<file path="src/rtl/seg_display_sched.sv">
// Round-robin scheduler sharing one 4-digit seven-segment display between two
// frame requesters; each accepted frame is held for DWELL_CYCLES before the next grant.
module seg_display_sched #(
  parameter int unsigned DWELL_CYCLES = 25_000_000,
  parameter int unsigned DWELL_W      = 25
) (
  input  logic        clock,
  input  logic        reset_n,
  input  logic        req0_valid,
  input  logic [27:0] req0_frame,
  output logic        req0_ready,
  input  logic        req1_valid,
  input  logic [27:0] req1_frame,
  output logic        req1_ready,
  output logic [6:0]  digit0,
  output logic [6:0]  digit1,
  output logic [6:0]  digit2,
  output logic [6:0]  digit3,
  output logic        owner,
  output logic        busy
);

  typedef enum logic {IDLE, HOLD} state_t;

  localparam logic [DWELL_W-1:0] RELOAD = DWELL_W'(DWELL_CYCLES - 1);
  localparam logic [6:0]         BLANK  = 7'h7F;

  state_t             state, state_nxt;
  logic               last_grant;
  logic               grant;
  logic               grant_vld;
  logic               accept;
  logic [DWELL_W-1:0] cnt;
  logic [27:0]        frame_sel;

  // Contention goes to the requester that did not win last time; a lone
  // requester is granted even if it won last time.
  always_comb begin
    // NOTE: every always_comb output gets a default first so no latch is inferred.
    grant     = 1'b0;
    grant_vld = req0_valid | req1_valid;
    if (req0_valid && req1_valid) grant = ~last_grant;
    else if (req1_valid)          grant = 1'b1;
  end

  // Readies are gated by reset so nothing looks accepted while reset is held.
  assign req0_ready = reset_n && (state == IDLE) && grant_vld && !grant;
  assign req1_ready = reset_n && (state == IDLE) && grant_vld &&  grant;
  assign accept     = req0_ready | req1_ready;
  assign frame_sel  = grant ? req1_frame : req0_frame;
  assign busy       = (state == HOLD);

  always_comb begin
    state_nxt = state;
    case (state)
      IDLE:    if (accept)    state_nxt = HOLD;
      HOLD:    if (cnt == '0) state_nxt = IDLE;
      default:                state_nxt = IDLE;
    endcase
  end

  always_ff @(posedge clock or negedge reset_n) begin
    // NOTE: sequential state uses non-blocking assignments so all registers update together.
    if (!reset_n) state <= IDLE;
    else          state <= state_nxt;
  end

  always_ff @(posedge clock or negedge reset_n) begin
    if (!reset_n) begin
      last_grant <= 1'b1;
      cnt        <= '0;
      owner      <= 1'b0;
      digit0     <= BLANK;
      digit1     <= BLANK;
      digit2     <= BLANK;
      digit3     <= BLANK;
    end else if (accept) begin
      last_grant <= grant;
      owner      <= grant;
      cnt        <= RELOAD;
      digit0     <= frame_sel[6:0];
      digit1     <= frame_sel[13:7];
      digit2     <= frame_sel[20:14];
      digit3     <= frame_sel[27:21];
    end else if (state == HOLD && cnt != '0) begin
      cnt <= cnt - DWELL_W'(1);
    end
  end

endmodule

</file>
<file path="config.mk">
export PLATFORM = sky130hd
export DESIGN_NAME = seg_display_sched
export DESIGN_NICKNAME = d
export VERILOG_FILES = /design/src/rtl/seg_display_sched.sv
export SDC_FILE = /design/constraint.sdc
export NUM_CORES = 1
export LEC_CHECK = 0
export CAP_MARGIN = 20
export CORE_MARGIN = 8
export CORE_UTILIZATION = 32
export CTS_BUF_LIST = sky130_fd_sc_hd__clkbuf_4
export DETAILED_ROUTE_END_ITERATION = 8
export PLACE_DENSITY = 0.61
export SYNTH_ARGS = -nofsm -noshare
export SYNTH_HDL_FRONTEND = slang
export SYNTH_SLANG_ARGS = --single-unit
</file>
<file path="constraint.sdc">
create_clock -name clock -period 3.78 [get_ports clock]
set_input_delay 0.756 -clock clock [delete_from_list [all_inputs] [get_ports clock]]
set_output_delay 0.756 -clock clock [all_outputs]
set_load 0.05 [all_outputs]
</file>
* Word level (Yosys, flattened, before mapping) *
Cells that the tools add are included.

word-level totals
  input port bits = 60
  logic and storage cells = 31
  output and inout bits = 32
  flip-flop bits (word level) = 56

operators by class
  bitwise logic cells = 4
  reduce and logical (&&, ||, !) cells = 10
  muxes and demuxes = 8
  $add $sub $neg = 1

operators with widths
  operator               number
  $mux 25                2
  $mux 28                1
  $logic_not 25->1       1
  $reduce_bool 25->1     1
  $sub 25x1->25 const B  1
  $logic_and 1x1->1      6
  $mux 1                 4
  $not 1->1              2
  $or 1x1->1             2
  $pmux 1 s2             1
  $reduce_bool 2->1      1
  $logic_not 1->1        1

* Logic depth before layout (Yosys ltp) *
Gate-level depths: netlist of the first run.

  depth after elaboration = 7
  gate-level depth with buffers = 9
  gate-level depth less buffers = 7

* Least setup slack after synthesis of the first run *
OpenSTA, ideal clock, no wires.

  path kind = register to output
  start = register state, in the netlist busy
  end = output port req0_ready
  data required time = 3.024 ns
  buffers on the path = 2
  arrival time = 2.040 ns
  stages on the path, launching flop included = 6
  path slack = 0.984 ns
  cell sequence = dfrtp_1 > nand2b_1 > or2_2 > clkbuf_1 > a21oi_1 > clkbuf_1

on the way
  word-level cells in the longest chain between the ends = 4

RTL lines
  item                            line  text
  start, declared                 28    state_t state, state_nxt;
  start signal, assigned          65    else state <= state_nxt;
  $not 1->1                       --
  $logic_and 1x1->1 (3 in a row)  47    assign req0_ready = reset_n && (state == IDLE) && grant_vld && !grant;
  end, declared                   11    output logic req0_ready,

Every way passes these cells.

* Final worst setup path of the first run *
  start = register state, in the netlist busy
  end = output port busy

RTL lines
  item           line  text
  end, declared  20    output logic busy

No word-level cell between the ends.

==> results of run 1 <==
## sequential cells by signal, indices dropped and copies added, names as in the netlist
| name | cells |
|---|---|
| owner | 1 |
| digit3 | 7 |
| cnt | 25 |
| digit0 | 7 |
| digit1 | 7 |
| digit2 | 7 |
| last_grant | 1 |
| busy | 1 |
## power groups by stage
stage	Sequential (mW)	Combinational, mW	Clock, mW
2_1_floorplan	0.795	0.0626	0
3_5_place_dp	0.727	0.265	0
6_report	0.718	0.262	0.338
4_1_cts	0.718	0.266	0.355
5_1_grt	0.726	0.281	0.383
3_3_place_gp	0.726	0.262	0
## kinds of logic (layout without fill, tap and decap cells)
group / Yosys count / in the layout / share of synthesized area [%]
buffers and inverters: 47 / 134 / 7.44
and+or+nand+nor: 77 / 77 / 16.9
DFF: 56 / 56 / 52.8
xor gates and xnor gates: 4 / 4 / 1.29
adders and majority gates: 2 / 2 / 0.919
muxes: 5 / 5 / 1.84
AOI/OAI and AO/OA: 61 / 61 / 18.8
## layer usage
metal	track usage, %	vias to the layer above	wire [um]
met5	0	-	0
met4	3.17	0	42
met3	7.44	2	933
met2	19.3	92	3470
met1	16.9	1150	3370
li1	-	1133	-
## synthesized netlist by cell type, drive strengths merged
cell type   n
a21oi       4
o211ai      2
dfstp      29
clkbuf     10
or3         4
inv        31
nor4b       2
nor4       10
a211oi      1
and4        1
o311ai      1
nand4b      1
and3        3
a311oi      3
o31ai       3
xor2        2
a222oi     28
nor3b       2
a41oi       3
a21o        4
and2        1
nand3       8
mux2i       5
dfrtp      27
xnor2       2
nand2b      2
a2111oi     1
or4         4
nor3        3
ha          2
nand4       4
nor2        9
o21ai       7
nand2      18
buf         6
and4b       1
or2         2
o22ai       1
or3b        1
o41ai       3
nor2b       1
## worst max path at each step
stage                 endpoint
finish                    busy
detailed placement  req0_ready
global route              busy
floorplan           req0_ready
global placement    req0_ready
CTS                       busy
## through the flow
stage	power, mW	setup slack (ps)
after global placement	0.988	1040
final	1.32	1030
after global routing	1.39	917
after detailed placement	0.992	1040
after floorplan	0.858	984
after CTS	1.34	1000
## cell type report
class,instances,area [um^2],area share [%]
inverters,31,116,3.06
multi-input cells,149,1090,28.6
clock buffers,5,37.5,0.987
flip-flops and latches,56,1440,37.8
well taps,105,131,3.46
repair buffers,95,943,24.8
clock inverters,3,46.3,1.22
==> flow_summary.yaml, run 1 <==
final_layout:
  nNetsFinal: 400
  post-route-util_pct: 46.3
  layout_commonest_cell: "clkdlybuf4s50_1"
  layout_common_cells: "clkdlybuf4s50_1, inv_1, dfstp_2"
  drive_gt1_share_pct: 15.6
  final_cell_area_mm2: 0.00380
  areaGrowthSynthToFinish_pct: 39.6
  nFillCells: 754
  antenna_cells: 0
  final_cells: 444
clock_tree:
  h-tree-depth: 2
  path_clk_slew_ps: 180
  cts_tree: "done"
  cts_hold_buf: 0
  root_buffer: "clkbuf_4"
  cts_resized: 0
  cts_buffers: 5
  cts_setup_buffers: 0
  clk_latency_ps: 380
  cts_num_sinks: 56
  clock_path_buffers: 2
power_and_ir_drop:
  p_sw_share_pct: 29.3
  clock_power_share_pct: 25.6
  seqPwrFrac_pct: 54.5
  p_comb_share_pct: 19.9
  p_switching_mw: 0.386
  p_int_mw: 0.932
  p_leak_nw: 1.51
  power_density_mw_per_mm2: 347
  ir_worst_vdd_mv: 0.150
logic_synthesis:
  yosysSeqAreaShare_pct: 52.8
  syn_area_mm2: 0.00272
  synth.distinct_cells: 50
  syn-num-nets: 314
  yosysWarnings: 0
  avgSynthCellArea_um2: 10.8
  netlist_instances: 252
  yosys-top-cells-area: "dfstp_2, dfrtp_1, a222oi_1"
  synth_top_area_share_pct: 28.0
  synth-seq-cells: 56
  synth_area_leader_cell: "dfstp_2"
global_route:
  first_global_vias: 2454
  grt_pass1_wl_um: 12700
  grt_overflow: 0
  track_usage_pct: 13.3
  grt_max_degree: 57
  antenna_found_initial: 0
drt:
  drtIter0Drc: 215
  drt-total-wl_um: 7810
  dr.pass1.iters: 6
  remaining_drc_errors: 0
  num_vias: 2377
  vias_per_cell: 5.35
  detail-route-antenna-nets: 0
  wl_per_cell_um: 17.6
timing:
  fin_skew_ps: 22.0
  finalCritPeriodShare_pct: 72.6
  final-setup-viol-count: 0
  hold_violations: 0
  rsz0062_at_grt: "false"
  final_max_slew_viol_count: 0
  fmax_mhz: 364
  tightest_slew_ps: 761
  relSlewSlack_pct: 49.1
  post-route-min-period_ps: 2750
  finalSetupTns_ps: 0
  whs_ps: 500
critical_path:
  crit_cells: 1
  rrSetupSlack_ps: 1350
  worstPathArrival_ps: 1990
  critPathKind: "reg -> out"
  cpPeakStageDelay_ps: 900
  cpLargestDelayFamily: "buffers and inverters"
  crit_chain: "clkdlybuf4s50_1"
  cp_num_buf_inv: 1
  r2r_end: "cnt[13]"
  cp-end-kind: "output pin"
  crit_fanout: 16
  rr_worst_depth: 7
  r2r_start: "cnt[0]"
  critPathLaunch: "busy"
  cp.required_ps: 3020
  crit_slowest_cell: "clkdlybuf4s50_1"
  crit_path_start_kind: "register"
worst_hold_path:
  hold_path_class: "in -> async"
placement:
  place_congestion: 0.745
  dp_cells: 436
  io_buffers: 91
  dpl_cell_area_mm2: 0.00372
  hpwl_um: 5590
floorplan:
  core_mm2: 0.00822
  core.rowCount: 33
  boundaryPins: 92
  die_h_um: 108
  fp.dieArea_mm2: 0.0117
  start_util_pct: 33.1
  die_x_um: 108
flow_run:
  drv_cap: 0
outcome:
  outcome: "finished clean"
(Power assumes the default switching activity.)
==> run 2, diff against run 1 <==
- clock period: 3.78 -> 2.9 ns (I/O delays scaled with it)
==> run 2 against run 1 <==
Sequential power increased by 31%. Die area unchanged. Register-to-register slack got worse by 700 ps. Combinational power increased by 31%. Largest power group unchanged. Highest routed layer unchanged.
==> flow_summary.yaml, run 2 (synthesized netlist as in run 1, its figures left out) <==
clock_tree:
  root_buffer: "clkbuf_4"
  cts_resized: 0
  cts_hold_buf: 0
  cts_buffers: 5
  cts_num_sinks: 56
  h-tree-depth: 2
  path_clk_slew_ps: 170
  cts_setup_buffers: 0
  clock_path_buffers: 2
  cts_tree: "done"
  clk_latency_ps: 380
timing:
  relSlewSlack_pct: 53.2
  post-route-min-period_ps: 2550
  finalSetupTns_ps: 0
  fmax_mhz: 392
  tightest_slew_ps: 701
  finalCritPeriodShare_pct: 87.9
  final_max_slew_viol_count: 0
  rsz0062_at_grt: "false"
  fin_skew_ps: 24.7
  final-setup-viol-count: 0
  hold_violations: 0
floorplan:
  die_h_um: 108
  start_util_pct: 33.1
  die_x_um: 108
  boundaryPins: 92
  core.rowCount: 33
  core_mm2: 0.00822
  fp.dieArea_mm2: 0.0117
global_route:
  grt_overflow: 0
  grt_pass1_wl_um: 13500
  first_global_vias: 2548
  track_usage_pct: 14.2
  antenna_found_initial: 0
  grt_max_degree: 57
placement:
  hpwl_um: 5780
  place_congestion: 0.744
  io_buffers: 91
critical_path:
  cp-end-kind: "output pin"
  cp.required_ps: 2320
  cp_num_buf_inv: 1
  crit_path_start_kind: "register"
  cpPeakStageDelay_ps: 900
  rrSetupSlack_ps: 650
  critPathLaunch: "busy"
  cpLargestDelayFamily: "buffers and inverters"
  r2r_start: "cnt[0]"
  critPathKind: "reg -> out"
  crit_fanout: 16
  r2r_end: "cnt[13]"
  crit_chain: "clkdlybuf4s50_1"
  crit_slowest_cell: "clkdlybuf4s50_1"
  rr_worst_depth: 7
  worstPathArrival_ps: 1970
final_layout:
  layout_common_cells: "clkdlybuf4s50_1, inv_1, dfstp_2"
  areaGrowthSynthToFinish_pct: 39.6
  layout_commonest_cell: "clkdlybuf4s50_1"
  drive_gt1_share_pct: 15.8
  antenna_cells: 0
  nNetsFinal: 402
  top_register: "cnt"
  largest_register_ffs: 25
flow_run:
  drv_cap: 0
drt:
  dr.pass1.iters: 5
  detail-route-antenna-nets: 0
  remaining_drc_errors: 0
  drt-total-wl_um: 8010
  wl_per_cell_um: 18.0
  drtIter0Drc: 205
  num_vias: 2401
  vias_per_cell: 5.38
power_and_ir_drop:
  p_leak_nw: 1.52
  power_mw: 1.63
  ir_worst_vdd_mv: 0.185
  power_density_mw_per_mm2: 428
worst_hold_path:
  hold_path_class: "in -> async"
outcome:
  outcome: "finished clean"
-- run 2: cell types whose count changed in the layout (fill, tap and decap cells not counted), sizes merged --
cell,change
clkinvlp,-1
clkinv,+2
bufinv,-1
buf,+2
-- run 2: worst max path at each step --
stage                  to  slack, ps  cells after the start
4_1_cts              busy        320                      1
3_3_place_gp   req0_ready        500                      5
2_1_floorplan  req0_ready        280                      5
5_1_grt        req0_ready        210                      4
3_5_place_dp   req0_ready        510                      5
6_report             busy        350                      1
-- run 2: layer usage --
metal / wire length (um) / up-vias / track usage, %
met5: 0 / - / 0
met4: 36 / 0 / 2.97
met3: 863 / 2 / 6.78
met2: 3640 / 91 / 21.5
met1: 3470 / 1167 / 18.0
li1: - / 1141 / -
-- run 2: layout make-up --
cell class,instances,area (um^2)
Inverter,31,116
Sequential cell,56,1440
Clock buffer,5,37.5
Timing Repair Buffer,97,971
Multi-Input combinational cell,149,1090
Clock inverter,3,17.5
Fill cell,783,4420
Tap cell,105,131
-- run 2: report_power, final --
part	internal [mW]	switching [mW]	total [mW]
clock network	0.0945	0.253	0.348
logic	0.166	0.177	0.343
registers	0.865	0.0728	0.938
total	1.13	0.503	1.63
-- run 2: stage by stage --
stage | setup slack [ps] | utilization, % | hold slack, ps | instance area [um^2] | instances
2_1_floorplan | 280 | - | 284 | 2720 | 252
3_3_place_gp | 501 | 45.6 | 460 | 3740 | 438
3_5_place_dp | 505 | 45.6 | 465 | 3740 | 438
4_1_cts | 321 | 46.2 | 337 | 3800 | 446
5_1_grt | 206 | 46.2 | 372 | 3800 | 446
6_report | 352 | 46.2 | 330 | 3800 | 446
